## config.mk

```make
export PLATFORM = sky130hd
export DESIGN_NAME = if_fetch_stage
export DESIGN_NICKNAME = d
export VERILOG_FILES = /design/src/rtl/if_fetch_stage.sv
export SDC_FILE = /design/constraint.sdc
export NUM_CORES = 1
export LEC_CHECK = 0
export CORE_MARGIN = 5
export CORE_UTILIZATION = 47
export CTS_CLUSTER_SIZE = 14
export DETAILED_ROUTE_END_ITERATION = 10
export HOLD_SLACK_MARGIN = 0.03
export MAX_ROUTING_LAYER = met4
export PLACE_DENSITY_LB_ADDON = 0.3
export SYNTH_ARGS = -nofsm -noshare
export SYNTH_HDL_FRONTEND = slang
export SYNTH_SLANG_ARGS = --single-unit
```

## constraint.sdc

```tcl
create_clock -name clk -period 10.5 [get_ports clk]
set_clock_uncertainty 0.05 [all_clocks]
set_input_delay 2.1 -clock clk [delete_from_list [all_inputs] [get_ports clk]]
set_output_delay 2.1 -clock clk [all_outputs]
set_load 0.05 [all_outputs]
```

## src/rtl/if_fetch_stage.sv

```systemverilog
// Instruction-fetch stage: PC register, next-PC selection, IF/ID pipeline register
// and the latched external interrupt request.
module if_fetch_stage #(
  parameter logic [31:0] RESET_PC   = 32'h8000_0000,
  parameter logic [31:0] IRQ_VECTOR = 32'h8000_0004,
  parameter logic [31:0] NOP_INSTR  = 32'h0000_0000
) (
  input  logic        clk,
  input  logic        reset,
  input  logic        PC_Wen,
  input  logic        IF_Wen,
  input  logic        IF_Flush,
  input  logic        branch_hazard,
  input  logic [31:0] branch_target,
  input  logic        jump_hazard,
  input  logic [31:0] jump_target,
  input  logic        irq,
  output logic [31:0] imem_addr,
  input  logic [31:0] imem_rdata,
  output logic [31:0] PC,
  output logic [31:0] IF_ID_Instruction,
  output logic [31:0] IF_ID_PC_plus4,
  output logic        IF_ID_valid,
  output logic        IF_ID_irq
);

  logic [31:0] r_pc;
  logic [31:0] r_instr;
  logic [31:0] r_pcPlus4;
  logic        r_valid;
  logic        r_irq;
  logic        r_irqPending;

  logic [31:0] w_pcPlus4;
  logic [31:0] w_nextPc;
  logic        w_irqTake;

  assign w_pcPlus4 = r_pc + 32'd4;

  // Interrupts only enter from user space on a plain sequential-advance cycle.
  assign w_irqTake = r_irqPending && !r_pc[31] && PC_Wen && !branch_hazard && !jump_hazard;

  always_comb begin
    w_nextPc = w_pcPlus4;
    if (branch_hazard)    w_nextPc = branch_target;
    else if (!PC_Wen)     w_nextPc = r_pc;
    else if (jump_hazard) w_nextPc = jump_target;
    else if (w_irqTake)   w_nextPc = IRQ_VECTOR;
  end

  always_ff @(posedge clk or posedge reset) begin
    if (reset) begin
      r_pc         <= RESET_PC;
      r_irqPending <= 1'b0;
    end else begin
      r_pc <= w_nextPc;
      // A take in the same cycle as a new request wins: the request is consumed.
      if (w_irqTake)  r_irqPending <= 1'b0;
      else if (irq)   r_irqPending <= 1'b1;
    end
  end

  always_ff @(posedge clk or posedge reset) begin
    if (reset) begin
      r_instr   <= NOP_INSTR;
      r_pcPlus4 <= 32'd0;
      r_valid   <= 1'b0;
      r_irq     <= 1'b0;
    end else if (branch_hazard || (IF_Flush && IF_Wen)) begin
      r_instr   <= NOP_INSTR;
      r_pcPlus4 <= w_pcPlus4;
      r_valid   <= 1'b0;
      r_irq     <= 1'b0;
    end else if (w_irqTake) begin
      // The bubble carries PC+4 so decode can recover the return address.
      r_instr   <= NOP_INSTR;
      r_pcPlus4 <= w_pcPlus4;
      r_valid   <= 1'b0;
      r_irq     <= 1'b1;
    end else if (IF_Wen) begin
      r_instr   <= imem_rdata;
      r_pcPlus4 <= w_pcPlus4;
      r_valid   <= 1'b1;
      r_irq     <= 1'b0;
    end
  end

  assign imem_addr         = r_pc;
  assign PC                = r_pc;
  assign IF_ID_Instruction = r_instr;
  assign IF_ID_PC_plus4    = r_pcPlus4;
  assign IF_ID_valid       = r_valid;
  assign IF_ID_irq         = r_irq;

endmodule

```

Word level (Yosys, flattened, before mapping)
Cells that the tools add are included.
W data, S select, Z words.
- bits in registers: 99
- input bits: 104
- output and inout bits: 130
- word-level logic and storage cells: 37
- add/subtract/negate cells: 1
- multiplexer cells: 18
- reductions and logical operators: 12
- operators with widths (cell ; count):
    $mux W32 ; 10
    $add A32 B3 Y32 const B ; 1
    $mux W1 ; 8
    $logic_and A1 B1 Y1 ; 5
    $reduce_bool A2 Y1 ; 2
    $logic_not A1 Y1 ; 3
    $reduce_bool A3 Y1 ; 1
    $logic_or A1 B1 Y1 ; 1

Longest topological paths before layout
- word-level depth: 9
- mapped depth: 7
- gate-level depth less buffers: 6

Worst setup path before layout
OpenSTA, ideal clock, no wires.
- path type: input -> register
- from: input jump_hazard
- to: register r_pcPlus4[10], in the netlist IF_ID_PC_plus4[10]
- setup time: 126 ps
- data arrival time: 3298 ps
- required time: 10324 ps
- path slack: 7027 ps
- stages: 6
- path buffers: 4
- cell sequence: buf_2 > buf_1 > o21ai_1 > buf_2 > buf_2 > a21oi_1
- longest elaborated chain between the ends: 4
- elaborated cells between the ends (all ways): 5
- those cells by class: mux: 2; reduce/logical: 3
- RTL lines (element ; RTL line ; RTL):
    start, declared ; 15 ; input logic jump_hazard,
    $logic_not A1 Y1 (*) ; 41 ; assign w_irqTake = r_irqPending && !r_pc[31] && PC_Wen && !branch_hazard && !jump_hazard;
    $logic_and A1 B1 Y1 (*) ; 41 ;
    $mux W32 ; 74 ; end else if (w_irqTake) begin
    $mux W32 ; 69 ; end else if (branch_hazard || (IF_Flush && IF_Wen)) begin
    end signal, assigned ; 71 ; r_pcPlus4 <= w_pcPlus4;
    end signal, assigned ; 77 ; r_pcPlus4 <= w_pcPlus4;
    end signal, assigned ; 82 ; r_pcPlus4 <= w_pcPlus4;
    end, declared ; 29 ; logic [31:0] r_pcPlus4;
Every way passes the cells marked *; elsewhere a longest branch is shown, timed or not.
A chain may end at the register's enable or synchronous reset.

Worst setup path in the final report
- from: input PC_Wen
- to: register r_pcPlus4[0], in the netlist IF_ID_PC_plus4[0]
- longest elaborated chain between the ends: 5
- elaborated cells between the ends (all ways): 6
- those cells by class: mux: 2; reduce/logical: 4
- RTL lines (element ; RTL line ; RTL):
    start, declared ; 10 ; input logic PC_Wen,
    $logic_and A1 B1 Y1 (*) (3 in a row) ; 41 ;
    $mux W32 ; 74 ;
    $mux W32 ; 69 ;
Marks and branches as above.

==> reports/metrics.yaml <==
crit_top_cell: "buf_4"
firstDrtPassIters: 5
power-per-cell-area_nw_per_um2: 174
arrival_ns: 4.54
power_w: 0.00141
vias: 5113
crit_type: "primary input to flop"
grt.total_usage: 0.250
multi_input_area_um2: 2640
grt_overflow_total: 0
totalWireLength_um: 17300
synth_edf_count: 0
num_antenna_cells: 0
drc: 0
route.antenna.remaining_nets: 0
crit_path_start_kind: "primary input"
netlist_instances: 611
drive_above_1_share: 0.0657
design.portCount: 234
drt_iter0_markers: 365
coreArea_um2: 11900
max_freq_mhz: 229
fill_cells: 939
finalSetupViolations: 0
gp_congestion: 0.843
cts_hold_buffers: 0
grt_pass1_vias: 5376
cp_slowest_cell: "o21ai_4"
die_h_um: 119
area_delta_synth_final_pct: 44.1
layout.nets: 892
cts_root_buf: "clkbuf_16"
num_rows: 40
htreeDepth: 3
hp-class: "flop to flop"
holdWs_ns: 0.459
stdcell_count: 939
clk_pin_slew_ns: 0.07
crit_buf_inv: 3
dpl.cell_count: 923
port_buffers: 233
hold_viol: 0
clock_path_buffers: 2
rsz0062_at_grt: "false"
cts-resized-gates: 0
dp_hpwl_um: 12600
syn_nets: 716
synth_top_flop_cell: "dfrtp_1"
clkLatencyLatePin_ns: 0.35
numCtsBuffers: 9
cp_cell_sequence: "clkdlybuf4s50_1 -> buf_4 -> nand3b_1 -> o21ai_4 -> buf_4 -> mux2_2"
crit_required_ns: 10.68
grt_pass1_wl_um: 27900
synth-seq-area-share: 0.441
slew_violations: 0
crit_fanout: 40
crit_family: "buffers and inverters"
status: "complete, no violations"
cts_tree: "done"
clock-sinks: 99
period_needed_ns: 4.36
initial_core_util: 0.474
die_area_um2: 14200
grt_max_degree: 61
p_leak_nw: 3.46
synth-warning-count: 0
synth_area_um2: 5620
cts_setup_buffers: 0
syn_avg_cell_area_um2: 9.19
max_cap_viol_count: 0
end_kind: "flop"
fp.dieW_um: 119
max-vdd-ir-drop_mv: 0.113
finalSetupTns_ns: 0
ys_seq_elements: 99
relSlewSlack: 0.324
timing.critical_path.slowest_cell_delay_ns: 0.52
worst_pin_slew_ns: 1.01
finalCritPeriodShare: 0.416
seq_area_um2: 2480
synthArstFlopShare: 1.00
post-route-util: 0.682
yosysUniqueCellTypes: 53
routedWlPerCell_um: 18.4
grt_antenna_before_repair: 0
viasPerCell: 5.45
layout by cell type, fill, tap and decap left out, types with 11 or more instances in the layout:
cell / synthesis / final
nand2_1: 61 / 61
mux2i_1: 44 / 44
nor2_1: 78 / 78
clkdlybuf4s50_1: 0 / 231
nand3_1: 13 / 13
o21ai_0: 20 / 20
xnor2_1: 19 / 19
inv_1: 21 / 20
a21oi_1: 68 / 68
mux2_2: 11 / 11
dfrtp_1: 98 / 98
worst paths after layout:
| path | from | cells past startpoint | slack, ns | to |
|---|---|---|---|---|
| worst max-delay path | PC_Wen | 6 | 6.14 | IF_ID_PC_plus4[0] |
| worst min-delay path | IF_ID_PC_plus4[1] | 1 | 0.46 | IF_ID_PC_plus4[1] |
| worst max register to register | PC[2] | 6 | 7.99 | PC[18] |
| worst min register to register | IF_ID_PC_plus4[1] | 1 | 0.46 | IF_ID_PC_plus4[1] |
| max in group asynchronous | reset | 3 | 7.13 | IF_ID_PC_plus4[6] |
| min in group asynchronous | reset | 2 | 2.12 | PC[24] |
worst reg2reg max path, cell delays in order (launching register included):
cell and delay [ns]:
dfrtp_1 0.55, ha_1 0.47, inv_1 0.18, nor4_1 0.51
and4_1 0.33, a21oi_1 0.09, o22a_1 0.21
final cells by class:
type,instances,share of cell area
flip-flops and latches,99,0.306
clock inverters,5,0.0133
inverters,21,0.0100
multi-input cells,418,0.326
clock buffers,11,0.0300
repair buffers,238,0.291
well taps,147,0.0227
registers in the layout (all words and copies together), names as in the netlist:
| name | flops |
|---|---|
| IF_ID_PC_plus4 | 32 |
| IF_ID_irq | 1 |
| PC | 32 |
| IF_ID_valid | 1 |
| r_irqPending | 1 |
| IF_ID_Instruction | 32 |
cell families (layout without fill, tap and decap cells):
group | Yosys count | in the layout | synth area share
mux | 55 | 55 | 0.100
flops | 99 | 99 | 0.441
simple gates | 203 | 203 | 0.180
buf+inv | 94 | 275 | 0.0906
fa+ha+maj | 1 | 1 | 0.00223
compound gates | 131 | 131 | 0.141
xor+xnor | 28 | 28 | 0.0437
layer usage:
metal / global-route usage / wire length (um) / vias to the layer above
li1: - / - / 2421
met1: 0.311 / 7300 / 2450
met2: 0.419 / 8680 / 215
met3: 0.0461 / 1030 / 27
met4: 0.0730 / 312 / 0
met5: - / 0 / -
cells in the mapped netlist (2+ instances only):
master / n / share of area
nand4_4: 2 / 0.0076
a22oi_1: 3 / 0.0040
o21a_1: 7 / 0.0094
o2bb2a_1: 2 / 0.0036
a31oi_1: 3 / 0.0033
and3_1: 2 / 0.0022
xnor2_1: 19 / 0.030
o41ai_1: 3 / 0.0047
mux2i_1: 44 / 0.078
buf_2: 17 / 0.015
nor2_1: 78 / 0.052
nor3_1: 9 / 0.0080
xor2_1: 9 / 0.014
and4_1: 7 / 0.011
a221oi_1: 2 / 0.0031
a2bb2oi_1: 7 / 0.011
o22a_1: 4 / 0.0062
clkbuf_1: 17 / 0.011
dfrtp_1: 98 / 0.44
nor2b_1: 3 / 0.0033
nor4_4: 3 / 0.011
o2bb2a_2: 2 / 0.0040
o22ai_1: 2 / 0.0022
nand2_1: 61 / 0.041
nand4_1: 9 / 0.010
inv_1: 21 / 0.014
o211ai_1: 2 / 0.0027
buf_1: 3 / 0.0020
and2_1: 4 / 0.0045
buf_4: 36 / 0.048
a21bo_2: 2 / 0.0036
nand3_1: 13 / 0.012
a21oi_1: 68 / 0.061
mux2_2: 11 / 0.022
o21ai_0: 20 / 0.018
power by group:
part / internal, W / switching, W / leakage, nW
registers: 0.000427 / 0.0000551 / 1.22
clock network: 0.000241 / 0.000145 / 0.170
logic: 0.000195 / 0.000346 / 2.07
per-stage QoR:
stage          setup slack, ns  instance area (um2)
2_1_floorplan             5.76                 5620
3_3_place_gp              5.90                 7740
3_5_place_dp              5.83                 7740
4_1_cts                   6.16                 8100
5_1_grt                   6.00                 8100
6_report                  6.14                 8100
Power figures use the tool's default switching activity.
